==> config.mk <==
export PLATFORM = sky130hd
export DESIGN_NAME = nn_frame_harness
export DESIGN_NICKNAME = d
export VERILOG_FILES = /design/src/rtl/nn_harness_pkg.sv /design/src/rtl/nn_argmax_signed.sv /design/src/rtl/nn_frame_harness.sv
export SDC_FILE = /design/constraint.sdc
export NUM_CORES = 1
export LEC_CHECK = 0
export ABC_AREA = 1
export CAP_MARGIN = 0
export CORE_MARGIN = 3
export CORE_UTILIZATION = 45
export CTS_CLUSTER_SIZE = 40
export DETAILED_ROUTE_END_ITERATION = 10
export PLACE_DENSITY = 0.74
export SYNTH_ARGS = -nofsm -noshare
export SYNTH_HDL_FRONTEND = slang
export SYNTH_HIERARCHICAL = 1
export SYNTH_SLANG_ARGS = --single-unit
export TNS_END_PERCENT = 10
==> constraint.sdc <==
create_clock -name ap_clk -period 24.5 [get_ports ap_clk]
set_clock_uncertainty 0.05 [all_clocks]
set_input_delay 3.675 -clock ap_clk [delete_from_list [all_inputs] [get_ports ap_clk]]
set_output_delay 3.675 -clock ap_clk [all_outputs]
set_load 0.01 [all_outputs]
==> src/rtl/nn_harness_pkg.sv <==
//------------------------------------------------------------------------------
// nn_harness_pkg - shared types and default sizes for the frame harness. Rev 1.0
//------------------------------------------------------------------------------
`default_nettype none

package nn_harness_pkg;

    localparam int WIDTH_DEF = 16;
    localparam int N_IN_DEF  = 16;
    localparam int N_OUT_DEF = 5;
    localparam int IDXW      = $clog2(N_IN_DEF);
    localparam int OUTW      = $clog2(N_OUT_DEF);

    typedef enum logic [1:0] {
        COLLECT = 2'd0,
        LAUNCH  = 2'd1,
        WAIT    = 2'd2,
        DRAIN   = 2'd3
    } state_t;

    typedef logic signed [WIDTH_DEF-1:0] elem_t;

endpackage

`default_nettype wire

==> src/rtl/nn_argmax_signed.sv <==
//------------------------------------------------------------------------------
// nn_argmax_signed - combinational signed argmax, ties resolve to lowest index. Rev 1.0
//------------------------------------------------------------------------------
`default_nettype none

module nn_argmax_signed #(
    parameter int WIDTH = 16,
    parameter int N_OUT = 5,
    parameter int OUTW  = (N_OUT > 1) ? $clog2(N_OUT) : 1
) (
    input  logic [N_OUT*WIDTH-1:0] vec,
    output logic [OUTW-1:0]        idx
);

    logic signed [WIDTH-1:0] best;

    // Strict greater-than keeps the earliest channel on ties.
    always_comb begin
        best = $signed(vec[0 +: WIDTH]);
        idx  = '0;
        for (int k = 1; k < N_OUT; k++) begin
            if ($signed(vec[k*WIDTH +: WIDTH]) > best) begin
                best = $signed(vec[k*WIDTH +: WIDTH]);
                idx  = OUTW'(k);
            end
        end
    end

endmodule

`default_nettype wire

==> src/rtl/nn_frame_harness.sv <==
//------------------------------------------------------------------------------
// nn_frame_harness - packs a sample stream for an ap_ctrl_hs core and drains results. Rev 1.0
//------------------------------------------------------------------------------
`default_nettype none

module nn_frame_harness
    import nn_harness_pkg::*;
#(
    parameter int WIDTH   = WIDTH_DEF,
    parameter int N_IN    = N_IN_DEF,
    parameter int N_OUT   = N_OUT_DEF,
    parameter int TIMEOUT = 1024,
    parameter int LATW    = 16,
    parameter int CNTW    = 32
) (
    input  logic                   ap_clk,
    input  logic                   ap_rst,
    input  logic                   cfg_argmax,
    input  logic [WIDTH-1:0]       s_data,
    input  logic                   s_valid,
    input  logic                   s_last,
    output logic                   s_ready,
    output logic                   core_start,
    output logic                   core_in_vld,
    output logic [N_IN*WIDTH-1:0]  core_in,
    input  logic                   core_ready,
    input  logic                   core_done,
    input  logic [N_OUT*WIDTH-1:0] core_out,
    input  logic [N_OUT-1:0]       core_out_vld,
    output logic [WIDTH-1:0]       m_data,
    output logic                   m_valid,
    output logic                   m_last,
    input  logic                   m_ready,
    output logic [CNTW-1:0]        frame_cnt,
    output logic [LATW-1:0]        last_latency,
    output logic [N_OUT-1:0]       missing_vld,
    output logic                   err_timeout,
    output logic                   err_frame
);

    localparam int              IW        = (N_IN > 1) ? $clog2(N_IN) : 1;
    localparam int              OW        = (N_OUT > 1) ? $clog2(N_OUT) : 1;
    localparam logic [IW-1:0]   IDX_LAST  = IW'(N_IN - 1);
    localparam logic [OW-1:0]   WORD_LAST = OW'(N_OUT - 1);
    localparam logic [LATW-1:0] LAT_LIMIT = LATW'(TIMEOUT);

    state_t                 state, state_nxt;
    logic [IW-1:0]          idx;
    logic [OW-1:0]          word;
    logic [LATW-1:0]        lat;
    logic                   argmax_mode;
    logic [N_OUT-1:0]       vld_seen;
    logic [WIDTH-1:0]       capture [N_OUT];
    logic [N_OUT*WIDTH-1:0] capture_flat;
    logic [OW-1:0]          amax_idx;
    logic                   accept;

    generate
        for (genvar k = 0; k < N_OUT; k++) begin : g_flat
            assign capture_flat[k*WIDTH +: WIDTH] = capture[k];
        end
    endgenerate

    nn_argmax_signed #(
        .WIDTH (WIDTH),
        .N_OUT (N_OUT),
        .OUTW  (OW)
    ) u_argmax (
        .vec (capture_flat),
        .idx (amax_idx)
    );

    always_ff @(posedge ap_clk or negedge ap_rst) begin
        if (!ap_rst) state <= COLLECT;
        else         state <= state_nxt;
    end

    always_comb begin
        state_nxt   = state;
        core_start  = 1'b0;
        core_in_vld = 1'b0;
        m_valid     = 1'b0;
        m_last      = 1'b0;
        m_data      = '0;
        accept      = s_valid && s_ready && (state == COLLECT);
        case (state)
            COLLECT: if (accept && idx == IDX_LAST && s_last) state_nxt = LAUNCH;
            LAUNCH: begin
                core_start  = 1'b1;
                core_in_vld = 1'b1;
                if (core_ready) state_nxt = WAIT;
            end
            WAIT: begin
                if (core_done)              state_nxt = DRAIN;
                else if (lat >= LAT_LIMIT)  state_nxt = COLLECT;
            end
            DRAIN: begin
                m_valid = 1'b1;
                m_last  = argmax_mode || (word == WORD_LAST);
                m_data  = argmax_mode ? {{(WIDTH-OW){1'b0}}, amax_idx} : capture[word];
                if (m_ready && m_last) state_nxt = COLLECT;
            end
            default: state_nxt = COLLECT;
        endcase
    end

    always_ff @(posedge ap_clk or negedge ap_rst) begin
        if (!ap_rst) begin
            s_ready      <= 1'b0;
            core_in      <= '0;
            idx          <= '0;
            word         <= '0;
            lat          <= '0;
            argmax_mode  <= 1'b0;
            vld_seen     <= '0;
            frame_cnt    <= '0;
            last_latency <= '0;
            missing_vld  <= '0;
            err_timeout  <= 1'b0;
            err_frame    <= 1'b0;
            for (int k = 0; k < N_OUT; k++) capture[k] <= '0;
        end else begin
            // s_ready is registered so it stays low through reset and rises one edge later.
            s_ready     <= (state_nxt == COLLECT);
            err_timeout <= 1'b0;
            err_frame   <= 1'b0;
            case (state)
                COLLECT: begin
                    if (accept) begin
                        core_in[idx*WIDTH +: WIDTH] <= s_data;
                        if (idx == IDX_LAST || s_last) begin
                            idx       <= '0;
                            err_frame <= !(idx == IDX_LAST && s_last);
                        end else begin
                            idx <= idx + 1'b1;
                        end
                    end
                    if (state_nxt == LAUNCH) lat <= LATW'(1);
                end
                LAUNCH: begin
                    argmax_mode <= cfg_argmax;
                    vld_seen    <= '0;
                    missing_vld <= '0;
                    word        <= '0;
                    for (int k = 0; k < N_OUT; k++) capture[k] <= '0;
                    lat <= (lat == '1) ? lat : lat + 1'b1;
                end
                WAIT: begin
                    for (int k = 0; k < N_OUT; k++) begin
                        if (core_out_vld[k]) capture[k] <= core_out[k*WIDTH +: WIDTH];
                    end
                    vld_seen <= vld_seen | core_out_vld;
                    lat      <= (lat == '1) ? lat : lat + 1'b1;
                    if (core_done) begin
                        last_latency <= lat;
                        missing_vld  <= ~(vld_seen | core_out_vld);
                    end else if (lat >= LAT_LIMIT) begin
                        err_timeout <= 1'b1;
                    end
                end
                DRAIN: begin
                    if (m_ready) begin
                        if (m_last) begin
                            frame_cnt <= frame_cnt + 1'b1;
                            word      <= '0;
                        end else begin
                            word <= word + 1'b1;
                        end
                    end
                end
                default: ;
            endcase
        end
    end

endmodule

`default_nettype wire

Word-level counts from Yosys, hierarchy flattened
Index checks and enable logic that the tools add are counted.
{"block": "word_totals", "reg_bits": 423, "inputBits": 109}
{"block": "classes", "add_sub_neg": 5, "order_cmp": 6, "n_eq_ne": 16, "shifts": 2, "n_mux": 44, "n_bitwise": 3, "reduce_logical": 26}
{"op": "256-bit bitwise mux", "count": 1}
{"op": "16-bit by 34-bit variable shift with 256-bit output (first input constant)", "count": 1}
{"op": "16-bit by 34-bit indexed part select with 256-bit output", "count": 1}
{"op": "16-bit two-way mux", "count": 14}
{"op": "80-bit case mux with 2 select lines", "count": 1}
{"op": "16-bit > comparator", "count": 4}
{"op": "16-bit binary-select mux with 3-bit select", "count": 1}
{"op": "8-bit negation with 34-bit output", "count": 1}
{"op": "32-bit by 1-bit adder with 32-bit output (second input constant)", "count": 1}
{"op": "16-bit case mux with 2 select lines", "count": 1}
{"op": "5-bit case mux with 2 select lines", "count": 2}
{"op": "2-bit AND reduction", "count": 9}
{"op": "16-bit by 1-bit adder with 16-bit output (second input constant)", "count": 1}
{"op": "16-bit == test (second input constant)", "count": 1}
{"op": "16-bit by 11-bit greater-or-equal comparator with 1-bit output (second input constant)", "count": 1}
{"op": "2-bit != test (second input constant)", "count": 8}
{"op": "2-bit two-way mux", "count": 7}
{"op": "1-bit two-way mux", "count": 10}
{"op": "3-bit two-way mux", "count": 3}
{"op": "2-bit case mux with 4 select lines", "count": 1}
{"op": "1-bit logical AND", "count": 6}
{"op": "3-bit case mux with 2 select lines", "count": 1}
{"op": "3-bit AND reduction", "count": 2}
{"op": "2-bit nonzero test", "count": 3}
{"op": "17 further kinds", "count": 21}

Logic depth before layout (Yosys ltp)
Gate-level depths: netlist of the first run.
{"block": "depth", "ltp_word": 10, "ltp_mapped": 55, "ltp_nobuf": 51}

By module
The synthesis of the first run kept the hierarchy.
{"mod": "nn_frame_harness", "instances": 1, "cells_per_inst": 2305, "area_each_um2": 19463.7}
{"mod": "nn_argmax_signed", "instances": 1, "cells_per_inst": 401, "area_each_um2": 2413.6}

Worst setup path after synthesis of the first run
Ideal clock, no wire load.
{"block": "synth_timing", "path_type": "reg2out", "from": "register capture[71] (netlist name)", "to": "output port m_data[0]", "t_arrival_ns": 6.834, "required_ns": 20.775, "setup_slack_ns": 13.941, "path_stages_with_launch": 49, "path_buffers": 3, "path_cell_list": "dfrtp_1 > inv_1 > ha_1 > nand2_2 > inv_1 > a21oi_1 > nand3_1 > nand2_1 > nand3_2 > nand3_4 > clkbuf_1 > clkbuf_1 > nand2_1 > o21ai_0 > inv_1 > ha_1 > nand2_1 > nor4_1 > (+13 left out) > a221oi_1 > or2_2 > nand3_1 > clkbuf_1 > or2_2 > nand2_1 > ha_1 > nand2_1 > inv_1 > o21ai_0 > o211ai_1 > nand2_1 > nand2_1 > a2111oi_0 > a221oi_1 > a21oi_1 > o21ai_0 > a21oi_1"}
{"block": "synth_between", "elab_chain_cells": 10, "elab_cells_between_ends": 13, "cone_classes": "4 x order compare; 9 x mux"}
{"item": "start, declared", "line_no": "nn_frame_harness.sv:53", "source": "logic [WIDTH-1:0] capture [N_OUT];"}
{"item": "start signal, assigned by index", "line_no": "nn_frame_harness.sv:150", "source": "if (core_out_vld[k]) capture[k] <= core_out[k*WIDTH +: WIDTH];"}
{"item": "16-bit > comparator", "line_no": "nn_argmax_signed.sv:22", "source": "if ($signed(vec[k*WIDTH +: WIDTH]) > best) begin"}
{"item": "16-bit two-way mux", "line_no": "nn_argmax_signed.sv:22"}
{"item": "16-bit > comparator", "line_no": "nn_argmax_signed.sv:22"}
{"item": "16-bit two-way mux", "line_no": "nn_argmax_signed.sv:22"}
{"item": "16-bit > comparator", "line_no": "nn_argmax_signed.sv:22"}
{"item": "16-bit two-way mux", "line_no": "nn_argmax_signed.sv:22"}
{"item": "16-bit > comparator", "line_no": "nn_argmax_signed.sv:22"}
{"item": "3-bit two-way mux (*)", "line_no": "nn_argmax_signed.sv:22"}
{"item": "net amax_idx[0]", "line_no": "nn_frame_harness.sv:55", "source": "logic [OW-1:0] amax_idx;"}
{"item": "16-bit two-way mux (*)", "line_no": "nn_frame_harness.sv:100", "source": "m_data = argmax_mode ? {{(WIDTH-OW){1'b0}}, amax_idx} : capture[word];"}
{"item": "16-bit two-way mux (*)", "line_no": "nn_frame_harness.sv:86", "source": "case (state)"}
{"item": "end, declared", "line_no": "nn_frame_harness.sv:30", "source": "output logic [WIDTH-1:0] m_data,"}
The timed path passes the listed nets; every way through them passes the cells marked *.

Worst setup path in the final report of the first run
{"block": "layout_timing", "from": "register capture[75] (netlist name)", "to": "output port m_data[2]"}
{"block": "layout_between", "elab_chain_cells": 10}
{"item": "16-bit > comparator", "line_no": "nn_argmax_signed.sv:22"}
{"item": "16-bit two-way mux (*)", "line_no": "nn_argmax_signed.sv:22"}
{"item": "16-bit > comparator", "line_no": "nn_argmax_signed.sv:22"}
{"item": "16-bit two-way mux (*)", "line_no": "nn_argmax_signed.sv:22"}
{"item": "16-bit > comparator", "line_no": "nn_argmax_signed.sv:22"}
{"item": "16-bit two-way mux (*)", "line_no": "nn_argmax_signed.sv:22"}
{"item": "16-bit > comparator (*)", "line_no": "nn_argmax_signed.sv:22"}
{"item": "3-bit two-way mux (*)", "line_no": "nn_argmax_signed.sv:22"}
{"item": "net amax_idx[2]", "line_no": "nn_frame_harness.sv:55"}
{"item": "16-bit two-way mux (*)", "line_no": "nn_frame_harness.sv:100"}
{"item": "16-bit two-way mux (*)", "line_no": "nn_frame_harness.sv:86"}
Marks and branches as above.

==> reports/qor.yml, run 1 <==
timing:
  fmax_mhz: 71.1
  grt_setup_unrepaired: "false"
  fin_crit_ps: 14070
  slew_violations: 0
  worst_slack_ps: 10430
  finalCritPeriodShare_pct: 57.4
  final_hold_viol_count: 0
  worstMarginPinSlew_ps: 1270
  finalSetupViolations: 0
  whs_ps: 424
  setup_tns_ps: 0
  slew_headroom_pct: 15.2
synth:
  synth_xor_area_share_pct: 1.36
  syn_avg_cell_area_um2: 8.08
  yosys_warnings: 6
  synth_fa_ha_area_share_pct: 4.40
  syn_inst: 2706
  synth_top_family_by_area: "simple AND/OR/NAND/NOR gates"
  synthesis.area_um2: 21900
  synth_compound_area_share_pct: 12.1
  muxShareOfSynthArea_pct: 0.309
  synth_nets: 2892
  ys_types: 49
  yosysSeqAreaShare_pct: 48.4
  synthSimpleGateAreaFrac_pct: 26.9
  synth-seq-cells: 423
cts:
  cts_tree: "yes"
  postCtsHoldBufs: 0
  h-tree-depth: 2
  cts.sinks: 423
  clk_path_buf_depth: 3
  clkLatencyLatePin_ps: 590
  cts_buffers: 46
  clk_pin_slew_ps: 70
  cts_resized: 0
  cts_setup_buffers: 0
  root_buffer: "clkbuf_16"
global_route:
  grt_pass1_vias: 20790
  grt_max_degree: 119
  grt_use_total_pct: 30.9
  antenna_found_initial: 2
  grt_pass1_wl_mm: 123
  overflow: 0
power:
  irDropWorstVdd_mv: 0.134
  p_leak_uw: 0.0127
  powerDensity_nw_per_um2: 140
layout:
  fin_nets: 3225
  multi_input_area_um2: 9880
  num-fill-cells: 4303
  post-route-util_pct: 58.7
  drive_above_1_share_pct: 5.33
  seq_area_um2: 10600
  area_delta_synth_final_pct: 28.3
setup_path:
  reg2reg_from: "idx[0]$_DFFE_PN0P_"
  cp.depth: 40
  ff2ff_path_depth: 8
  cp-end-kind: "output port"
  startpoint: "capture[75]$_DFFE_PN0P_"
  cp_common_cell: "nand2_1"
  path_max_fanout: 33
  path_buf_inv: 4
  cp-start-kind: "register"
  crit_end: "m_data[2]"
  slowest_stage: "nand3_1"
  rrSetupSlack_ps: 19520
  crit_path_max_incr_delay_ps: 760
  worstSetupPathType: "register to output port"
  crit_family: "simple AND/OR/NAND/NOR gates"
  critPathArrivalTime_ps: 10340
  cp.required_ps: 20770
  r2r-end: "core_in[84]$_DFFE_PN0P_"
worst_hold_path:
  hold_class: "register to register"
drt:
  ant_nets: 0
  viasPerCell: 5.73
  routedWlPerCell_um: 21.7
  wirelength_mm: 80.0
  route.detailed.drc: 0
  first_iter_violations: 2249
  dr.pass1.iters: 6
  vias: 21149
floorplanning:
  io_pins: 441
  start_util_pct: 45.7
  coreArea_um2: 47800
  die_w_um: 226
  die_h_um: 226
  rows: 80
  dieArea_um2: 51300
placed_design:
  dp.final_hpwl_mm: 57.9
  preCtsSetupSlack_ps: 11310
  port_buffers: 440
  place.gp.congestion: 0.941
run_status:
  status: "completed"
flow_run:
  maxCapViolCount: 0
-- flip-flops by register name, indices dropped and copies added, names as in the netlist --
signal        flops
state             2
capture          80
lat              16
last_latency     16
err_timeout       1
word              3
vld_seen          5
missing_vld       5
argmax_mode       1
core_in         256
frame_cnt        32
err_frame         1
idx               4
s_ready           1
-- per-layer routing --
| metal | GRT usage, % | wire length (µm) | vias up |
|---|---|---|---|
| met5 | 0 | 13 | - |
| met4 | 13.3 | 3760 | 2 |
| met1 | 41.7 | 33100 | 10207 |
| met2 | 46.9 | 35400 | 1028 |
| met3 | 8.43 | 7690 | 193 |
| li1 | - | - | 9719 |
-- final cells by class --
type | instances | area share, %
clock inverters | 13 | 0.762
flip-flops and latches | 423 | 37.7
well taps | 615 | 2.74
diodes | 1 | 0.00892
inverters | 186 | 2.49
repair buffers | 456 | 16.1
multi-input cells | 1926 | 35.2
clock buffers | 71 | 4.94
-- cells by family after synthesis --
logic type	after synthesis
buffers and inverters	357
XOR/XNOR	34
AO/OA/AOI/OAI	486
adder cells (fa/ha/maj)	77
flip-flops	423
multiplexers	6
AND/OR/NAND/NOR	1323
-- report_power, final --
part | internal, µW | switching (µW) | leakage [µW]
clock | 434 | 302 | 0.000779
sequential | 817 | 141 | 0.00575
combinational | 747 | 1500 | 0.00617
-- how the worst min path moves through the flow --
stage	depth (start not counted)	slack [ps]	endpoint	startpoint
2_1_floorplan	1	410	missing_vld[0]$_DFFE_PN0P_	vld_seen[0]$_DFFE_PN0N_
3_3_place_gp	2	420	core_in[33]$_DFFE_PN0P_	core_in[33]$_DFFE_PN0P_
3_5_place_dp	1	420	frame_cnt[31]$_DFFE_PN0P_	frame_cnt[31]$_DFFE_PN0P_
4_1_cts	1	430	frame_cnt[31]$_DFFE_PN0P_	frame_cnt[31]$_DFFE_PN0P_
5_1_grt	1	450	frame_cnt[31]$_DFFE_PN0P_	frame_cnt[31]$_DFFE_PN0P_
6_report	1	420	frame_cnt[31]$_DFFE_PN0P_	frame_cnt[31]$_DFFE_PN0P_
-- cell usage in the layout (no fill, tap or decap), types with 8 or more instances in the layout --
cell type / synthesis / final
o21ai_0: 302 / 302
nand2_1: 705 / 705
o21ai_1: 21 / 21
o31ai_2: 10 / 10
buf_4: 5 / 16
nand3_1: 246 / 246
nand4_1: 102 / 102
xnor2_1: 10 / 10
ha_1: 77 / 75
clkbuf_1: 114 / 11
inv_2: 8 / 8
or2_2: 16 / 16
nor3_1: 55 / 55
xor2_1: 24 / 24
a21oi_1: 97 / 97
clkdlybuf4s50_1: 0 / 439
clkbuf_8: 0 / 14
inv_1: 172 / 172
nor2_1: 141 / 140
clkbuf_16: 0 / 46
nor2_2: 7 / 8
o31ai_1: 38 / 38
and2_1: 16 / 16
dfrtp_1: 423 / 423
-- stage by stage --
stage / power (µW) / cell area [µm²] / std cells
6_report: 3940 / 28100 / 3691
5_1_grt: 4260 / 28100 / 3690
4_1_cts: 3920 / 28100 / 3690
3_5_place_dp: 3170 / 26500 / 3606
3_3_place_gp: 3140 / 26500 / 3606
2_1_floorplan: 2500 / 21900 / 2706
-- synth_stat cells, drive strengths merged --
master | n | area share (%)
o21a | 1 | 0.034
a211oi | 3 | 0.10
o22ai | 2 | 0.057
clkinv | 6 | 0.10
nor2 | 151 | 2.8
a2111oi | 1 | 0.040
nor3 | 60 | 1.5
xnor2 | 10 | 0.40
o2111ai | 1 | 0.040
nor3b | 5 | 0.17
clkbuf | 115 | 2.0
nand3 | 252 | 6.0
a21o | 1 | 0.034
nand3b | 1 | 0.034
buf | 56 | 1.4
a31oi | 2 | 0.057
nand4 | 103 | 3.0
and2 | 16 | 0.46
xor2 | 24 | 0.96
ha | 77 | 4.4
nand2 | 714 | 12
o211ai | 2 | 0.069
o21ai | 323 | 7.4
mux2 | 6 | 0.31
a21oi | 97 | 2.2
a221oi | 2 | 0.080
or2 | 17 | 0.49
dfrtp | 423 | 48
o21bai | 3 | 0.10
o31ai | 48 | 1.9
inv | 180 | 3.1
nor4 | 4 | 0.11
(Power assumes the default switching activity.)
==> inputs of run 2 (changes only) <==
clock period = 13.5 ns   (was 24.5 ns; I/O delays follow)
==> reports/qor.yml, run 2 (synthesized netlist as in run 1, its figures left out) <==
run_status:
  status: "completed"  # unchanged
timing:
  worst_slack_ps: 1160  # was 10,430 ps
  finalSetupViolations: 0  # unchanged
  slew_headroom_pct: 17.8  # was 15.2%
  worstMarginPinSlew_ps: 1230  # was 1270 ps
  setup_tns_ps: 0  # unchanged
  fmax_mhz: 81.0
  fin_crit_ps: 12340
  slew_violations: 0  # unchanged
  finalCritPeriodShare_pct: 91.4
  final_hold_viol_count: 0  # unchanged
  grt_setup_unrepaired: "false"  # unchanged
power:
  powerDensity_nw_per_um2: 252  # was 140 nW/µm²
  finalPower_uw: 7030  # was 3940 µW
  p_leak_uw: 0.0127  # about the same
  irDropWorstVdd_mv: 0.237  # was 0.134 mV
layout:
  area_delta_synth_final_pct: 27.8  # was 28.3%
  layout_common_cells: "705 x nand2_1, 439 x clkdlybuf4s50_1, 423 x dfrtp_1, 302 x o21ai_0, 246 x nand3_1"  # unchanged
  final_area_um2: 28000  # was 28,100 µm²
  num-fill-cells: 4261  # was 4,303
  regMostFlops: "core_in"  # unchanged
  largestRegisters: "core_in (256), capture (80), frame_cnt (32)"  # unchanged
  fin_nets: 3226  # was 3,225
  multi_input_area_um2: 9880  # unchanged
  drive_above_1_share_pct: 5.37  # was 5.33%
  largest_register_ffs: 256  # unchanged
  seq_area_um2: 10600  # unchanged
  final_common_cell: "nand2_1"  # unchanged
global_route:
  grt_max_degree: 110  # was 119
  grt_use_total_pct: 30.5  # was 30.9%
  grt_pass1_vias: 20689  # was 20,790
  grt_pass1_wl_mm: 122  # was 123 mm
  antenna_found_initial: 0  # was 2
  overflow: 0  # unchanged
setup_path:
  path_max_fanout: 33  # unchanged
  reg2reg_from: "idx[0]$_DFFE_PN0P_"  # unchanged
  cp-start-kind: "register"  # unchanged
  rrSetupSlack_ps: 8330  # was 19,520 ps
  crit_path_max_incr_delay_ps: 730  # was 760 ps
  critPathArrivalTime_ps: 10260  # was 10,340 ps
  slowest_stage: "nand3_1"  # unchanged
  startpoint: "capture[77]$_DFFE_PN0P_"  # was capture[75]$_DFFE_PN0P_
  ff2ff_path_depth: 10  # was 8
  worstSetupPathType: "register to output port"  # unchanged
  r2r-end: "core_in[51]$_DFFE_PN0P_"  # was core_in[84]$_DFFE_PN0P_
  cp_common_cell: "nand2_1"  # unchanged
  cp-end-kind: "output port"  # unchanged
  cp.required_ps: 11430  # was 20,770 ps
placed_design:
  port_buffers: 440  # unchanged
  preCtsSetupSlack_ps: 1980  # was 11,310 ps
  place_area_um2: 26500  # about the same
  place.gp.congestion: 0.934  # was 0.941
  dp.final_hpwl_mm: 57.6  # was 57.9 mm
cts:
  postCtsHoldBufs: 0  # unchanged
  clkLatencyLatePin_ps: 600  # was 590 ps
  cts_tree: "yes"  # unchanged
  h-tree-depth: 2  # unchanged
  cts_resized: 0  # unchanged
  cts.sinks: 423  # unchanged
  clk_path_buf_depth: 3  # unchanged
  cts_buffers: 46  # unchanged
  clk_pin_slew_ps: 60  # was 70 ps
  root_buffer: "clkbuf_16"  # unchanged
  cts_setup_buffers: 0  # unchanged
drt:
  first_iter_violations: 2018  # was 2,249
  routedWlPerCell_um: 21.4  # was 21.7 µm
  wirelength_mm: 79.1  # was 80.0 mm
  viasPerCell: 5.72  # was 5.73
  ant_nets: 0  # unchanged
  vias: 21116  # was 21,149
  dr.pass1.iters: 6  # unchanged
  route.detailed.drc: 0  # unchanged
worst_hold_path:
  hold_class: "register to register"  # unchanged
  hold_end: "frame_cnt[31]$_DFFE_PN0P_"  # unchanged
  min_from: "frame_cnt[31]$_DFFE_PN0P_"  # unchanged
  whs_path_depth: 1  # unchanged
floorplanning:
  dieArea_um2: 51300  # unchanged
  rows: 80  # unchanged
  die_h_um: 226  # unchanged
  die_w_um: 226  # unchanged
  io_pins: 441  # unchanged
  coreArea_um2: 47800  # unchanged
  start_util_pct: 45.7  # unchanged
flow_run:
  maxCapViolCount: 0  # unchanged
run 2: changes by cell type in the layout (fill, tap and decap cells not counted):
cell | previous run | this run
clkbuf_1 | 11 | 8
clkbuf_8 | 14 | 9
clkinv_2 | 4 | 12
clkinv_8 | 0 | 1
buf_4 | 16 | 17
bufinv_16 | 4 | 2
clkinvlp_4 | 2 | 1
inv_16 | 1 | 0
run 2: through the flow:
stage	hold slack, ps	utilization (%)	std cells
finish	417	58.4	3689
global route	451	58.4	3688
CTS	421	58.4	3688
detailed placement	408	55.3	3607
global placement	413	55.3	3607
floorplan	407	-	2706
run 2: layer usage:
layer  wire [µm]  global-route usage (%)  up-vias
met5           0                       0        -
met4        3460                    12.0        0
met3        8080                    8.89      197
met2       35300                    47.2      954
met1       32200                    40.6    10241
li1            -                       -     9724
run 2: worst max-delay path: cells and delay by family, from the launching register on:
family	cells	cell delay, ps
compound gates	15	3000
fa+ha+maj	4	1130
buf+inv	4	840
flops	1	380
simple gates	19	4330
run 2: power by group:
| part | switching (µW) | internal [µW] |
|---|---|---|
| Sequential | 249 | 1480 |
| Clock | 539 | 717 |
| Combinational | 2690 | 1360 |
| Total | 3480 | 3560 |
run 2: worst max-delay path by stage:
stage / endpoint / depth (start not counted)
after detailed placement: m_data[1] / 42
after floorplan: m_data[0] / 48
after global placement: m_data[2] / 40
final: m_data[1] / 42
after global routing: m_data[1] / 42
after CTS: m_data[1] / 42
run 2: layout make-up:
type	instances	area share [%]
flip-flops and latches	423	37.9
multi-input cells	1926	35.3
repair buffers	457	16.2
clock buffers	63	4.67
well taps	615	2.75
inverters	186	2.50
clock inverters	18	0.653
diodes	1	0.00895
